$ cat config.mk
export PLATFORM = sky130hd
export DESIGN_NAME = address_sequencer
export DESIGN_NICKNAME = d
export VERILOG_FILES = /design/src/rtl/address_sequencer.sv
export SDC_FILE = /design/constraint.sdc
export NUM_CORES = 1
export LEC_CHECK = 0
export CORE_MARGIN = 2
export CORE_UTILIZATION = 48
export DETAILED_ROUTE_END_ITERATION = 12
export PLACE_DENSITY = 0.76
export SLEW_MARGIN = 10
export SYNTH_ARGS = -nofsm -noshare
export SYNTH_HDL_FRONTEND = slang
export SYNTH_SLANG_ARGS = --single-unit
$ cat constraint.sdc
create_clock -name clk_i -period 4.05 [get_ports clk_i]
set_clock_uncertainty 0.1 [all_clocks]
set_input_delay 0.81 -clock clk_i [delete_from_list [all_inputs] [get_ports clk_i]]
set_output_delay 0.81 -clock clk_i [all_outputs]
set_load 0.01 [all_outputs]
$ cat src/rtl/address_sequencer.sv
// Address sequencer: steps a registered address from a latched start to a latched end
// by a latched stride, advancing once per rising edge of done_i; one-shot or looping.
module address_sequencer #(
  parameter int ADDR_W   = 16,
  parameter int STRIDE_W = 8
) (
  input  logic                clk_i,
  input  logic                rst_i,
  input  logic                enable_i,
  input  logic                done_i,
  input  logic [ADDR_W-1:0]   start_addr_i,
  input  logic [ADDR_W-1:0]   end_addr_i,
  input  logic [STRIDE_W-1:0] stride_i,
  input  logic                loop_mode_i,
  output logic [ADDR_W-1:0]   address_o,
  output logic                busy_o,
  output logic                wrap_o,
  output logic                complete_o
);

  typedef enum logic {IDLE, RUN} state_t;

  state_t              state_q, state_d;
  logic                enable_q, done_q;
  logic [ADDR_W-1:0]   start_q, start_d;
  logic [ADDR_W-1:0]   end_q, end_d;
  logic [STRIDE_W-1:0] stride_q, stride_d;
  logic                loop_q, loop_d;
  logic [ADDR_W-1:0]   addr_q, addr_d;
  logic                busy_q, busy_d;
  logic                wrap_q, wrap_d;
  logic                complete_q, complete_d;

  logic                enable_rise, done_rise;
  logic [STRIDE_W-1:0] stride_eff;
  logic [ADDR_W:0]     next_addr;
  logic                in_range;

  assign enable_rise = enable_i & ~enable_q;
  assign done_rise   = done_i & ~done_q;

  // A zero stride would stall the sequence forever, so it steps by one instead.
  assign stride_eff = (stride_q == '0) ? STRIDE_W'(1) : stride_q;
  assign next_addr  = {1'b0, addr_q} + (ADDR_W + 1)'(stride_eff);
  assign in_range   = ~next_addr[ADDR_W] && (next_addr[ADDR_W-1:0] <= end_q);

  always_ff @(posedge clk_i or posedge rst_i) begin
    if (rst_i) begin
      state_q    <= IDLE;
      enable_q   <= 1'b0;
      done_q     <= 1'b0;
      start_q    <= '0;
      end_q      <= '0;
      stride_q   <= '0;
      loop_q     <= 1'b0;
      addr_q     <= '0;
      busy_q     <= 1'b0;
      wrap_q     <= 1'b0;
      complete_q <= 1'b0;
    end else begin
      state_q    <= state_d;
      enable_q   <= enable_i;
      done_q     <= done_i;
      start_q    <= start_d;
      end_q      <= end_d;
      stride_q   <= stride_d;
      loop_q     <= loop_d;
      addr_q     <= addr_d;
      busy_q     <= busy_d;
      wrap_q     <= wrap_d;
      complete_q <= complete_d;
    end
  end

  always_comb begin
    state_d    = state_q;
    start_d    = start_q;
    end_d      = end_q;
    stride_d   = stride_q;
    loop_d     = loop_q;
    addr_d     = addr_q;
    busy_d     = busy_q;
    wrap_d     = 1'b0;
    complete_d = 1'b0;

    // An enable rise restarts from either state and swallows a coincident done rise.
    if (enable_rise) begin
      start_d  = start_addr_i;
      end_d    = end_addr_i;
      stride_d = stride_i;
      loop_d   = loop_mode_i;
      addr_d   = start_addr_i;
      busy_d   = 1'b1;
      state_d  = RUN;
    end else if (state_q == RUN && done_rise) begin
      if (in_range) begin
        addr_d = next_addr[ADDR_W-1:0];
      end else if (loop_q) begin
        addr_d = start_q;
        wrap_d = 1'b1;
      end else begin
        complete_d = 1'b1;
        busy_d     = 1'b0;
        state_d    = IDLE;
      end
    end
  end

  assign address_o  = addr_q;
  assign busy_o     = busy_q;
  assign wrap_o     = wrap_q;
  assign complete_o = complete_q;

endmodule

==> Word-level counts from Yosys, hierarchy flattened <==
Index checks and enable logic that the tools add are counted.
{ "word_totals": {"register_bits": 62, "output_inout_bits": 19, "wordCells": 43} }
{ "classes": {"addsub": 1, "magnitude_cmp": 1, "n_eq_ne": 2, "n_mux": 17, "bitwise": 5, "n_reduce_logical": 7} }
{ "op_table": {"columns": ["operator", "n"], "rows": [
  ["$mux 16", 4],
  ["$add 16x8->17", 1],
  ["$le 16x16->1", 1],
  ["$mux 1", 12],
  ["$logic_not 8->1", 1],
  ["$mux 8", 1],
  ["$not 1->1", 3],
  ["$reduce_and 3->1", 1],
  ["$reduce_bool 3->1", 1],
  ["$and 1x1->1", 2],
  ["$logic_and 1x1->1", 2],
  ["$ne 2x1->1 const B", 1],
  ["$ne 2x2->1 const B", 1],
  ["$reduce_and 2->1", 1],
  ["$reduce_bool 2->1", 1]
]} }

==> Longest topological paths before layout <==
{ "logic_depth": {"ltp_word": 8, "depth_mapped": 20, "mapped_depth_nobuf": 18} }

==> Least setup slack after synthesis <==
No wires, ideal clock.
{ "synth_timing": {"path_type": "reg-to-reg", "from": "reg stride_q[1]", "to": "reg addr_q[2], in the netlist address_o[2]", "setup_ns": 0.126, "arrival_time_ns": 3.640, "required_time_ns": 3.824, "slack_ns": 0.184, "path_stages_with_launch": 19, "path_buffers": 0, "period_less_slack_ns": 3.866, "path_cell_list": "dfrtp_1 > nor4_1 > a21o_1 > ha_1 > fa_1 > a21oi_1 > o211ai_2 > nand2_1 > nor2_1 > o21ai_0 > nand2_1 > ha_1 > nand4_1 > nor2_1 > a221o_1 > nor3_1 > o21ai_1 > mux2_2 > a221o_1"} }
{ "synth_via": {"elab_chain_cells": 8} }
{ "synth_lines": {"columns": ["item", "line", "text"], "rows": [
  ["start, declared", "27", "logic [STRIDE_W-1:0] stride_q, stride_d;"],
  ["start signal, assigned", "66", "stride_q <= stride_d;"],
  ["$logic_not 8->1", "43", "assign stride_eff = (stride_q == '0) ? STRIDE_W'(1) : stride_q;"],
  ["$mux 8 *", "43", null],
  ["$add 16x8->17 *", "44", "assign next_addr = {1'b0, addr_q} + (ADDR_W + 1)'(stride_eff);"],
  ["$le 16x16->1 / $not 1->1 (equally long branches)", "45", "assign in_range = ~next_addr[ADDR_W] && (next_addr[ADDR_W-1:0] <= end_q);"],
  ["$logic_and 1x1->1", "45", null],
  ["$mux 16", "96", "if (in_range) begin"],
  ["$mux 16", "95", "end else if (state_q == RUN && done_rise) begin"],
  ["$mux 16", "87", "if (enable_rise) begin"],
  ["end signal, assigned", "68", "addr_q <= addr_d;"],
  ["end, declared", "29", "logic [ADDR_W-1:0] addr_q, addr_d;"]
]} }
Every way passes the cells marked *; elsewhere a longest branch is shown, timed or not. The select of a mux whose other input is x is not followed.
A chain may end at the register's enable or synchronous reset.

==> Worst setup path in the final report <==
{ "layout_timing": {"from": "reg stride_q[6]", "to": "reg addr_q[2], in the netlist address_o[2]"} }
The elaborated chain is that of the path after synthesis.

==> out/summary.txt <==
outcome - complete, but fails checks
failing checks - setup timing
final hold vios - 0
Die Span X - 89.6 um
leak pwr - 2.39 nW
Detail Placement HPWL - 7020 um
hold_ws - 362 ps
asr flop ratio synth - 100%
Synth cell types - 49
First-pass DRT Iterations - 5
f_max - 242 MHz
global-route wire length before repair - 15,100 um
RR Startpoint - stride_q[6]
routed vias/inst - 5.36
final setup fails - 7
RR Endpoint - address_o[2]
initial antenna violation count - 0
wire per inst - 15.6 um
area occupied by multi-input gates - 0.00198 sq mm
HP Class - reg -> reg
RSZ-0062 raised after global routing - true
Placer Congestion - 0.872
die height - 89.6 um
Nets - 585
CP Capture Type - flip-flop
Setup CP Type - reg -> reg
worst reg2reg path depth - 17
maximum vdd drop - 356 uV
Mapped Nets - 462
Netlist Area Pre-Place - 0.00352 sq mm
total clock sinks - 62
Starting DRT DRC Count - 105
H-tree level count - 3
startpoint types - flip-flop
Slew HR - 53.4%
core box area - 0.00718 sq mm
layout cells sized above 1 - 22.8%
# hold bufs at CTS - 0
cell row count - 31
DIE AREA - 0.00803 sq mm
critical path arrival - 4260 ps
gr ovfl total - 0
vias in the first global route - 3,208
Ports - 64
Period minus WS final - 4130 ps
vias - 3,309
Worst Hold Path EP - start_q[15]
Post-Syn Instances - 392
register area share after synthesis - 44.1%
CTS tree - built
fill count - 558
Hold Path Stages - 2
Final Slew Violations - 0
IO buf count - 63
Initial Util - 49.0%
Slew @ Worst Pin - 697 ps
Reg2Reg Setup Slack - -80 ps
largest net degree at the start of global routing - 47
root buf cell - clkbuf_8
CP max FO - 4
pre-CTS setup slack - -236 ps
register area - 0.00155 sq mm
clock tree buffer depth - 2
Area Growth Syn to Fin - 44.5%
#FFs+latches synth - 62
post-route worst setup slack - -83.1 ps
GRT Total Usage - 24.9%
ANT cells - 0
Ys Warns - 0
pwr dens - 736 mW/mm^2
min-delay src - start_q[15]
CTS Buf Count - 9
Max-Cap Viols - 0
number of synthesized flops with an enable pin - 0
syn avg cell area - 8.97 sq um
Total Wirelength - 9630 um
Power, Total - 3.74 mW
Main synth FF type - dfrtp_1
DRC - 0
Routed Antenna Nets - 0
Critical Path RT - 4170 ps
Worst-path clk slew - 70 ps
period utilization - 102%
Clk Latency, worst-skew pair - 340 ps
[metrics by stage]
| stage | TNS, ps | cell area, sq um | cells | utilization, % |
|---|---|---|---|---|
| 2_1_floorplan | 0 | 3520 | 392 | - |
| 3_3_place_gp | -1570 | 4620 | 593 | 64.4 |
| 3_5_place_dp | -2790 | 4620 | 593 | 64.4 |
| 4_1_cts | -201 | 4930 | 612 | 68.7 |
| 5_1_grt | -4620 | 5080 | 617 | 70.8 |
| 6_report | -283 | 5080 | 617 | 70.8 |
[where the power goes]
| group | internal (mW) | switching, mW | leakage [nW] |
|---|---|---|---|
| Sequential | 0.760 | 0.142 | 0.751 |
| Clock | 0.230 | 0.234 | 0.0821 |
| Combinational | 1.26 | 1.11 | 1.56 |
[critical path, stage by stage, from the launching register on]
cell and delay, ps:
dfrtp_1 400, nor4_2 270, a21o_1 190, ha_4 160
fa_2 210, a21oi_2 80, o211ai_2 200, nand3_2 140
nor2_4 140, xor2_2 200, ha_1 290, nand4_1 210
nor2_1 70, a221o_1 340, nor3_4 280, o21ai_4 130
mux2_2 280, a221o_1 310
[logic make-up after synthesis]
family	after synthesis	synth area share, %
compound gates	70	13.5
xor+xnor	13	3.24
buf+inv	43	5.41
fa+ha+maj	25	9.11
simple gates	165	20.4
mux	14	4.20
flops	62	44.1
[layout by cell type (no fill, tap or decap), types with 4 or more instances in the layout]
cell type and instances:
clkdlybuf4s50_1 63, a31oi_1 6, a21oi_1 11, dfrtp_1 62, mux2_2 6, buf_4 63
nand2_1 106, nand4_1 4, nand3_1 5, ha_1 23, xnor2_1 7, clkbuf_8 10
nor3_1 18, o21ai_0 19, inv_1 21, buf_6 7, nor2_1 12, mux2i_1 8
a211oi_1 4, a211oi_2 4
[Yosys cell counts, drive strengths merged, types with 3 or more instances]
cell    count  area share (%)
nor2       13             1.4
a211oi      8             1.7
a31oi       6             1.1
nor3       19             2.7
o21ai      23             3.3
a21oi      12             1.7
buf         9             1.8
nand2     106              11
nand4       4            0.71
a21o        3            0.64
nand3       7             1.0
dfrtp      62              44
mux2i       8             2.3
o211ai      3            0.78
inv        22             2.3
xnor2      10             2.5
clkbuf     12             1.3
mux2        6             1.9
xor2        3            0.75
ha         24             8.5
[state kept, by name, summed over array words and instances (netlist names)]
name        count
address_o      16
end_q          16
start_q        16
stride_q        8
busy_o          1
complete_o      1
done_q          1
enable_q        1
loop_q          1
wrap_o          1
[layer usage]
layer | GRT usage, % | wire, um
met3 | 5.12 | 532
met5 | 0 | 0
met1 | 31.6 | 4120
met4 | 8.55 | 206
met2 | 42.4 | 4770
[how the worst max path moves through the flow]
stage	cells past startpoint	slack [ps]	endpoint	startpoint
3_3_place_gp	20	-160	address_o[10]	stride_q[4]
2_1_floorplan	18	180	address_o[2]	stride_q[1]
4_1_cts	16	-70	address_o[2]	stride_q[2]
5_1_grt	18	-330	address_o[12]	stride_q[6]
6_report	17	-80	address_o[2]	stride_q[6]
3_5_place_dp	19	-240	address_o[10]	stride_q[3]
[cell type report]
type | count | area share [%]
Clock buffer | 12 | 2.86
Clock inverter | 2 | 0.197
Inverter | 22 | 1.63
Multi-Input combinational cell | 287 | 39.1
Sequential cell | 62 | 30.5
Tap cell | 99 | 2.44
Timing Repair Buffer | 133 | 23.3
[repair_timing]
| action | in CTS | in global routing |
|---|---|---|
| resized for setup | 22 | 21 |
| endpoints found under the hold margin | 0 | 0 |
| pin swaps | 25 | 26 |
| buffers inserted | 6 | 5 |
| setup endpoints to repair | 19 | 19 |
Power figures use the tool's default switching activity.
